==> config.mk <==
export PLATFORM = sky130hd
export DESIGN_NAME = readback_bram_controller
export DESIGN_NICKNAME = d
export VERILOG_FILES = /design/src/rtl/readback_bram_controller_pkg.sv /design/src/rtl/rdback_out_skid.sv /design/src/rtl/readback_bram_controller.sv
export SDC_FILE = /design/constraint.sdc
export NUM_CORES = 1
export LEC_CHECK = 0
export ABC_AREA = 1
export BUFFER_PORTS_ARGS = -buffer_cell sky130_fd_sc_hd__buf_2
export CAP_MARGIN = 10
export CORE_AREA = 2 2 416 418
export DETAILED_ROUTE_END_ITERATION = 6
export DIE_AREA = 0 0 418 420
export GPL_ROUTABILITY_DRIVEN = 0
export PLACE_DENSITY = 0.38
export RECOVER_POWER = 50
export SYNTH_ARGS = -nofsm -noshare
export SYNTH_HDL_FRONTEND = slang
export SYNTH_HIERARCHICAL = 1
export SYNTH_SLANG_ARGS = --single-unit
==> constraint.sdc <==
create_clock -name clk -period 18.7 [get_ports clk]
set_clock_uncertainty 0.1 [all_clocks]
set_input_delay 3.74 -clock clk [delete_from_list [all_inputs] [get_ports clk]]
set_output_delay 3.74 -clock clk [all_outputs]
set_load 0.02 [all_outputs]
==> src/rtl/readback_bram_controller_pkg.sv <==
`default_nettype none
// ============================================================================
// Module      : readback_bram_controller_pkg
// Description : Shared defaults and width helpers for the readback return path
//               (DDR read data -> readback BRAM -> host stream).
// Revision    : 1.0 - initial release
// ============================================================================
package readback_bram_controller_pkg;

    // Default BRAM address width (DEPTH = 2**RDBACK_ADDR_W entries)
    localparam int RDBACK_ADDR_W      = 10;
    // Default beat width, matches the DDR app read-data bus
    localparam int RDBACK_DATA_W      = 256;
    // Beats returned by the DRAM for every READ command issued
    localparam int RDBACK_BURST_BEATS = 2;

    // Occupancy and pending counters must be able to represent DEPTH itself,
    // so they carry one bit more than the BRAM address.
    function automatic int occ_width(input int addr_w);
        return addr_w + 1;
    endfunction

endpackage
`default_nettype wire

==> src/rtl/rdback_out_skid.sv <==
`default_nettype none
// ============================================================================
// Module      : rdback_out_skid
// Description : Two-entry valid/ready output stage fed by a BRAM read port
//               with one cycle of read latency. It tracks the read that is
//               in flight and tells the producer when another read may be
//               launched without overrunning the two entries.
// Revision    : 1.0 - initial release
// ============================================================================
module rdback_out_skid #(
    parameter int DATA_W = 256
) (
    input  logic              clk,
    input  logic              rst_n,
    input  logic              flush,
    input  logic              rd_issue,
    input  logic [DATA_W-1:0] rd_data,
    output logic              can_issue,
    output logic              out_valid,
    output logic [DATA_W-1:0] out_data,
    input  logic              out_ready
);

    logic [DATA_W-1:0] r_mem [0:1];
    logic              r_head;
    logic [1:0]        r_cnt;
    logic              r_inflight;

    logic              w_pop;
    logic              w_push;
    logic              w_wr_idx;
    logic [2:0]        w_slots;

    assign out_valid = (r_cnt != 2'd0);
    assign out_data  = r_mem[r_head];
    assign w_pop     = out_valid & out_ready;
    assign w_push    = r_inflight;
    // New beat lands right behind the oldest held entry
    assign w_wr_idx  = r_head ^ r_cnt[0];

    // Entries committed after this edge: held + arriving - leaving. Counting
    // the slot freed by a pop keeps the stream at one beat per cycle.
    assign w_slots   = {1'b0, r_cnt} + {2'b00, r_inflight} - {2'b00, w_pop};
    assign can_issue = (w_slots < 3'd2);

    // Control state: in-flight tag, head pointer and entry count
    always_ff @(posedge clk or negedge rst_n) begin
        if (!rst_n) begin
            r_inflight <= 1'b0;
            r_head     <= 1'b0;
            r_cnt      <= 2'd0;
        end else if (flush) begin
            r_inflight <= 1'b0;
            r_head     <= 1'b0;
            r_cnt      <= 2'd0;
        end else begin
            r_inflight <= rd_issue;
            if (w_pop) begin
                r_head <= ~r_head;
            end
            r_cnt <= r_cnt + {1'b0, w_push} - {1'b0, w_pop};
        end
    end

    // Data entries: capture the BRAM output the cycle after the read
    always_ff @(posedge clk) begin
        if (w_push && !flush) begin
            r_mem[w_wr_idx] <= rd_data;
        end
    end

endmodule
`default_nettype wire

==> src/rtl/readback_bram_controller.sv <==
`default_nettype none
// ============================================================================
// Module      : readback_bram_controller
// Description : Captures DDR read-data beats into a readback BRAM, streams
//               them to the host over valid/ready, grants READ-issue credit
//               so returning data always has reserved space, and flags
//               program completion once everything has drained.
// Revision    : 1.0 - initial release
// ============================================================================
module readback_bram_controller
    import readback_bram_controller_pkg::*;
#(
    parameter int WIDTH       = RDBACK_ADDR_W,
    parameter int DATA_W      = RDBACK_DATA_W,
    parameter int BURST_BEATS = RDBACK_BURST_BEATS
) (
    input  logic              clk,
    input  logic              rst_n,
    input  logic              flush,
    input  logic              rd_issue,
    output logic              credit_ok,
    input  logic              ddr_valid,
    input  logic [DATA_W-1:0] ddr_data,
    input  logic              prog_end,
    output logic              bram_we,
    output logic [WIDTH-1:0]  bram_waddr,
    output logic [DATA_W-1:0] bram_wdata,
    output logic              bram_re,
    output logic [WIDTH-1:0]  bram_raddr,
    input  logic [DATA_W-1:0] bram_rdata,
    output logic              out_valid,
    output logic [DATA_W-1:0] out_data,
    input  logic              out_ready,
    output logic              done,
    output logic              err
);

    localparam int                 c_occ_w = occ_width(WIDTH);
    localparam int                 c_depth = 2 ** WIDTH;
    localparam logic [c_occ_w-1:0] c_full  = c_occ_w'(c_depth);
    localparam logic [c_occ_w-1:0] c_burst = c_occ_w'(BURST_BEATS);

    logic [WIDTH-1:0]   r_wr_ptr;
    logic [WIDTH-1:0]   r_rd_ptr;
    logic [c_occ_w-1:0] r_occ;       // written and not yet popped by host
    logic [c_occ_w-1:0] r_unread;    // still in BRAM, not yet read out
    logic [c_occ_w-1:0] r_pending;   // beats owed by issued READs
    logic               r_end;
    logic               r_err;

    logic               w_full;
    logic               w_wr_ok;
    logic               w_drop;
    logic               w_unexpected;
    logic               w_pend_dec;
    logic               w_pop;
    logic               w_can_issue;
    logic [c_occ_w+1:0] w_credit_sum;

    // A flushed cycle ignores every event so nothing leaks into the cleared state
    assign w_full       = (r_occ == c_full);
    assign w_wr_ok      = ddr_valid & ~w_full & ~flush;
    assign w_drop       = ddr_valid &  w_full & ~flush;
    // A beat arriving alongside a fresh issue consumes that issue's credit
    assign w_unexpected = ddr_valid & (r_pending == '0) & ~rd_issue & ~flush;
    assign w_pend_dec   = ddr_valid & ((r_pending != '0) | rd_issue);
    assign w_pop        = out_valid & out_ready & ~flush;

    assign bram_we    = w_wr_ok;
    assign bram_waddr = r_wr_ptr;
    assign bram_wdata = ddr_data;

    // Only beats committed at an earlier edge are readable, so a beat is
    // never read in the cycle it is written.
    assign bram_re    = (r_unread != '0) & w_can_issue & ~flush;
    assign bram_raddr = r_rd_ptr;

    assign w_credit_sum = {2'b00, r_occ} + {2'b00, r_pending}
                        + (c_occ_w + 2)'(BURST_BEATS);
    assign credit_ok    = (w_credit_sum <= (c_occ_w + 2)'(c_depth));

    assign done = r_end & (r_pending == '0) & (r_occ == '0);
    assign err  = r_err;

    // Pointers and occupancy / pending bookkeeping
    always_ff @(posedge clk or negedge rst_n) begin
        if (!rst_n) begin
            r_wr_ptr  <= '0;
            r_rd_ptr  <= '0;
            r_occ     <= '0;
            r_unread  <= '0;
            r_pending <= '0;
        end else if (flush) begin
            r_wr_ptr  <= '0;
            r_rd_ptr  <= '0;
            r_occ     <= '0;
            r_unread  <= '0;
            r_pending <= '0;
        end else begin
            if (w_wr_ok) begin
                r_wr_ptr <= r_wr_ptr + 1'b1;
            end
            if (bram_re) begin
                r_rd_ptr <= r_rd_ptr + 1'b1;
            end
            r_occ     <= r_occ + c_occ_w'(w_wr_ok) - c_occ_w'(w_pop);
            r_unread  <= r_unread + c_occ_w'(w_wr_ok) - c_occ_w'(bram_re);
            r_pending <= r_pending + (rd_issue ? c_burst : '0)
                       - c_occ_w'(w_pend_dec);
        end
    end

    // End-of-program latch, released only by flush or reset
    always_ff @(posedge clk or negedge rst_n) begin
        if (!rst_n) begin
            r_end <= 1'b0;
        end else if (flush) begin
            r_end <= 1'b0;
        end else if (prog_end) begin
            r_end <= 1'b1;
        end
    end

    // Sticky error: overflow or a beat nobody asked for; survives flush
    always_ff @(posedge clk or negedge rst_n) begin
        if (!rst_n) begin
            r_err <= 1'b0;
        end else if (w_drop || w_unexpected) begin
            r_err <= 1'b1;
        end
    end

    rdback_out_skid #(
        .DATA_W (DATA_W)
    ) u_out_skid (
        .clk       (clk),
        .rst_n     (rst_n),
        .flush     (flush),
        .rd_issue  (bram_re),
        .rd_data   (bram_rdata),
        .can_issue (w_can_issue),
        .out_valid (out_valid),
        .out_data  (out_data),
        .out_ready (out_ready)
    );

endmodule
`default_nettype wire

==> qor.yml, run 1 <==
layout:
  final_common_cell: "nand2_1"
  final_cell_mix: "nand2_1 (881), edfxtp_1 (512), buf_2 (413)"
  fin_area_mm2: 0.0309
  area_growth_pct: 20.7
  drive_above_1_share: 0.208
  nFillCells: 18800
  num-nets-final: 3161
drt:
  vias: 16200
  drc_errors: 0
  routed_wl_um: 111000
  wl_per_cell_um: 22.9
  drt_iter0_drc: 880
  firstDrtPassIters: 5
  via_per_inst: 3.34
  ant_nets: 0
logic_synthesis:
  syn_nets: 2851
  synth_seq_cells: 571
  synth_cells: 2257
  synth_area_leaders: "edfxtp_1 (60%), nand2_1 (13%), buf_4 (7.8%)"
  yosys_warnings: 6
  synth_top_area_share: 0.602
  synth.avg_cell_area_um2: 11.3
  async_flop_share: 0.103
  syn_area_mm2: 0.0256
  ys_types: 42
  synth-seq-area-share: 0.659
  synth_edf_count: 512
  synth_flop_cell: "edfxtp_1"
  yosysTopAreaCell: "edfxtp_1"
clock_tree:
  cts_buffers: 68
  insertion_delay_ns: 0.64
  cts_sinks: 571
  clk_pin_slew_ns: 0.06
  cts_tree: "done"
  htree_levels: 3
  cts_resized: 0
  cts_setup_buffers: 0
  cts_hold_buf: 0
  clockBufferDepth: 3
  cts-root-buf: "clkbuf_16"
sta:
  finalSetupViolCount: 0
  slew_violations: 245
  hold_slack_ns: 0.394
  fmax_mhz: 87.1
  slew_headroom: -4.70
  worstMarginPinSlew_ns: 8.55
  fin_tns_setup_ns: 0
  rsz0062_at_grt: "no"
  min_period_ns: 11.49
  hold_viol_final: 0
  period_share: 0.614
  fin_ws_ns: 7.21
die:
  rows: 152
  die_width_um: 418
  dieHeight_um: 420
  io_pins: 1057
  initial_core_util: 0.149
  die-area_mm2: 0.176
  core_area_mm2: 0.171
min_path:
  min_path_type: "reg -> reg"
  hold_path_startpoint: "err$_DFFE_PN0P_"
critical_path:
  worst-setup-path-type: "in -> reg"
  crit_path_max_fanout: 130
  critPathLaunch: "flush"
  start_kind: "input port"
  arrival_ns: 11.64
  cp.required_ns: 18.85
  rr_startpoint: "u_out_skid/r_head$_DFFE_PN0P_"
  end_kind: "register"
pwr:
  power_leakage_nw: 12.3
  vdd_ir_drop_max_mv: 0.0896
  power_mw: 4.43
  powerDensity_mw_per_mm2: 144
placement:
  portBuffers: 544
  pre_cts_slack_ns: 9.01
  placed_area_mm2: 0.0288
  place.detailed.hpwl_um: 86900
grt:
  antenna_found_initial: 19
  grt_max_degree: 133
  grt_pass1_wl_um: 143000
  grt_overflow: 0
  grtUsageTotal: 0.120
  grt_pass1_vias: 15800
run_status:
  status: "finished with violations"
  violations: "max-capacitance violations, max-slew violations"
run:
  max_cap_violations: 4
## per-layer routing
layer | vias up | part of all wire | global-route usage
met1 | 7505 | 0.25 | 0.0888
met4 | 6 | 0.043 | 0.0538
met2 | 679 | 0.58 | 0.241
li1 | 7845 | - | -
met3 | 199 | 0.13 | 0.0664
met5 | - | 0.00037 | 0
## logic make-up (layout without fill, tap and decap cells)
group / Yosys count / count (layout) / share of synthesized area
AOI/OAI and AO/OA: 119 / 119 / 0.0256
DFF: 571 / 571 / 0.659
buffers and inverters: 452 / 815 / 0.114
adders and majority gates: 75 / 75 / 0.0382
xor gates and xnor gates: 16 / 16 / 0.00548
other: 0 / 1 / 0
and+or+nand+nor: 1024 / 1024 / 0.158
## critical path, stage by stage
cell      delay (ns)
buf_2           0.10
clkbuf_1        0.61
inv_1           0.31
nand2_1         0.14
nor2_4          0.11
clkbuf_1        5.85
buf_12          0.49
## cells in the mapped netlist (23+ instances only)
library cell  instances
o21ai_0              43
a21oi_1              49
nand2_1             881
buf_6                23
nor2_1               59
buf_4               267
edfxtp_1            512
ha_1                 70
nand3_1              33
buf_2                25
inv_1               129
dfrtp_1              59
## worst paths after layout
| kind | end | slack, ns | cells past startpoint |
|---|---|---|---|
| worst max-delay path | u_out_skid/r_mem[1][171]$_DFFE_PP_ | 7.21 | 7 |
| min in group asynchronous | bram_waddr[1]$_DFFE_PN0P_ | 4.30 | 2 |
| worst min register to register | err$_DFFE_PN0P_ | 0.39 | 1 |
| worst min-delay path | err$_DFFE_PN0P_ | 0.39 | 1 |
| max in group asynchronous | u_out_skid/r_head$_DFFE_PN0P_ | 11.70 | 2 |
| worst max register to register | u_out_skid/r_mem[1][171]$_DFFE_PP_ | 9.85 | 5 |
## through the flow
step / instances / util
6_report: 4854 / 0.180
5_1_grt: 4854 / 0.180
4_1_cts: 4853 / 0.182
3_5_place_dp: 4730 / 0.169
3_3_place_gp: 4730 / 0.169
2_1_floorplan: 2257 / -
## registers in the layout (all words and copies together), names as in the netlist
| register | flops |
|---|---|
| r_occ | 11 |
| r_pending | 11 |
| u_out_skid/r_inflight | 1 |
| r_end | 1 |
| err | 1 |
| r_unread | 11 |
| bram_waddr | 10 |
| u_out_skid/r_head | 1 |
| u_out_skid/r_cnt | 2 |
| u_out_skid/r_mem | 512 |
| bram_raddr | 10 |
## power breakdown
group	leakage (nW)	internal (mW)	total, mW	switching [mW]
logic	5.87	0.431	1.47	1.04
clock network	1.07	0.769	1.33	0.560
registers	5.41	1.57	1.64	0.0675
## cell type report
| type | count | area, um2 | area share |
|---|---|---|---|
| Tap cell | 2233 | 2790 | 0.0906 |
| Timing Repair Buffer | 558 | 2670 | 0.0867 |
| Sequential cell | 571 | 16900 | 0.546 |
| Clock inverter | 33 | 379 | 0.0123 |
| Antenna cell | 1 | 2.50 | 0.0000811 |
| Multi-Input combinational cell | 1234 | 5800 | 0.188 |
| Clock buffer | 90 | 1840 | 0.0595 |
| Inverter | 134 | 510 | 0.0165 |
(Power assumes the default switching activity.)
==> inputs of run 2 (changes only) <==
Settings changed: CORE_AREA 2 2 416 418 to 2 2 414 416, DIE_AREA 0 0 418 420 to 0 0 416 418, PLACE_DENSITY 0.38 to 0.39.
Clock period 18.7 ns to 9.7 ns, I/O delays scaled along.
==> run 2 against run 1 <==
  * The flow still finishes with violations (max-capacitance violations, max-slew violations)
  * Register-to-register slack lost 5.8 ns
  * Final area shrank 0.31%
  * Hold slack lost 0.039 ns
  * Non-clock buffer count shrank 2
  * Clock power grew 85%
  * Critical path type unchanged
  * Largest power group unchanged
==> qor.yml, run 2 (synthesized netlist as in run 1, its figures left out) <==
die:
  io_pins: 1057
  die_width_um: 416
  dieHeight_um: 418
  rows: 151
  die-area_mm2: 0.174
  core_area_mm2: 0.169
  initial_core_util: 0.151
run_status:
  violations: "max-capacitance violations, max-slew violations"
  status: "finished with violations"
clock_tree:
  cts_resized: 0
  clk_pin_slew_ns: 0.06
  cts_buffers: 68
  cts_hold_buf: 0
  cts_sinks: 571
  htree_levels: 3
  insertion_delay_ns: 0.65
  clockBufferDepth: 3
  cts-root-buf: "clkbuf_16"
  cts_tree: "done"
  cts_setup_buffers: 0
placement:
  pre_cts_slack_ns: 3.56
  place.detailed.hpwl_um: 83200
  portBuffers: 544
sta:
  fmax_mhz: 146
  min_period_ns: 6.86
  period_share: 0.707
  slew_headroom: -1.73
  fin_ws_ns: 2.84
  hold_viol_final: 0
  finalSetupViolCount: 0
  fin_tns_setup_ns: 0
  slew_violations: 216
  rsz0062_at_grt: "no"
  worstMarginPinSlew_ns: 4.10
layout:
  drive_above_1_share: 0.207
  final_common_cell: "nand2_1"
  final_cell_mix: "nand2_1 (881), edfxtp_1 (512), buf_2 (412)"
  largest_reg_flops: 512
  multi_input_area_mm2: 0.00580
  regMostFlops: "u_out_skid/r_mem"
  seq_area_mm2: 0.0169
  antennaDiodeCount: 0
  area_growth_pct: 20.4
  num-nets-final: 3159
  nFillCells: 18600
critical_path:
  end_kind: "register"
  start_kind: "input port"
  critPathLaunch: "flush"
  worst-setup-path-type: "in -> reg"
  crit_path_max_fanout: 52
  rrSetupSlack_ns: 4.05
  critPathCapture: "u_out_skid/r_mem[0][94]$_DFFE_PP_"
  rr_startpoint: "u_out_skid/r_head$_DFFE_PN0P_"
  arrival_ns: 6.94
  reg2regPathDepth: 3
  regToRegEndpoint: "u_out_skid/r_mem[0][94]$_DFFE_PP_"
  cp.required_ns: 9.78
drt:
  routed_wl_um: 107000
  drc_errors: 0
  ant_nets: 0
  wl_per_cell_um: 22.0
  via_per_inst: 3.38
  drt_iter0_drc: 904
  firstDrtPassIters: 5
  wl_met1_um: 27800
  dr.max_layer_used: "met5"
  wl_met2_um: 60700
  routed-wl-met3_um: 13500
  vias: 16300
pwr:
  power_leakage_nw: 12.3
  vdd_ir_drop_max_mv: 0.128
  powerDensity_mw_per_mm2: 273
grt:
  grt_max_degree: 174
  antenna_found_initial: 14
  grtUsageTotal: 0.117
  grt_pass1_wl_um: 140000
  grt_overflow: 0
  grt_pass1_vias: 15800
run:
  max_cap_violations: 5
min_path:
  whs_path_depth: 1
  min_path_type: "reg -> reg"
run 2: metal layers:
metal / vias up / global-route usage
met3: 204 / 0.0691
met1: 7544 / 0.0878
met5: - / 0
met2: 734 / 0.232
met4: 10 / 0.0522
li1: 7842 / -
run 2: worst max-delay path: stages:
cell      delay [ns]
clkbuf_1        0.50
inv_1           0.27
nand2_1         0.14
nor2b_1         1.61
clkbuf_1        2.41
run 2: area by class of cell:
type | count | area share
repair buffers | 556 | 0.0871
well taps | 2218 | 0.0902
clock inverters | 45 | 0.0118
clock buffers | 81 | 0.0576
flip-flops and latches | 571 | 0.548
multi-input cells | 1234 | 0.189
inverters | 134 | 0.0166
run 2: stage by stage:
step                power [mW]  cells  utilization  cell area (um2)  hold WS, ns
finish                    8.39   4839        0.182            30800        0.355
global route              8.96   4839        0.182            30800        0.374
CTS                       8.59   4839        0.183            31000        0.357
detailed placement        6.07   4713        0.170            28800        0.343
global placement          6.08   4713        0.170            28800        0.344
floorplan                 5.26   2257            -            25600        0.364
run 2: where the power goes:
group / total, mW / switching [mW] / internal, mW
Combinational: 2.79 / 1.96 / 0.833
Sequential: 3.15 / 0.126 / 3.02
Clock: 2.46 / 1.08 / 1.38
run 2: worst min path at each step:
stage / start / to / slack (ns)
detailed placement: err$_DFFE_PN0P_ / err$_DFFE_PN0P_ / 0.34
floorplan: r_end$_DFFE_PN0P_ / r_end$_DFFE_PN0P_ / 0.36
finish: err$_DFFE_PN0P_ / err$_DFFE_PN0P_ / 0.35
global route: err$_DFFE_PN0P_ / err$_DFFE_PN0P_ / 0.37
global placement: err$_DFFE_PN0P_ / err$_DFFE_PN0P_ / 0.34
CTS: err$_DFFE_PN0P_ / err$_DFFE_PN0P_ / 0.36
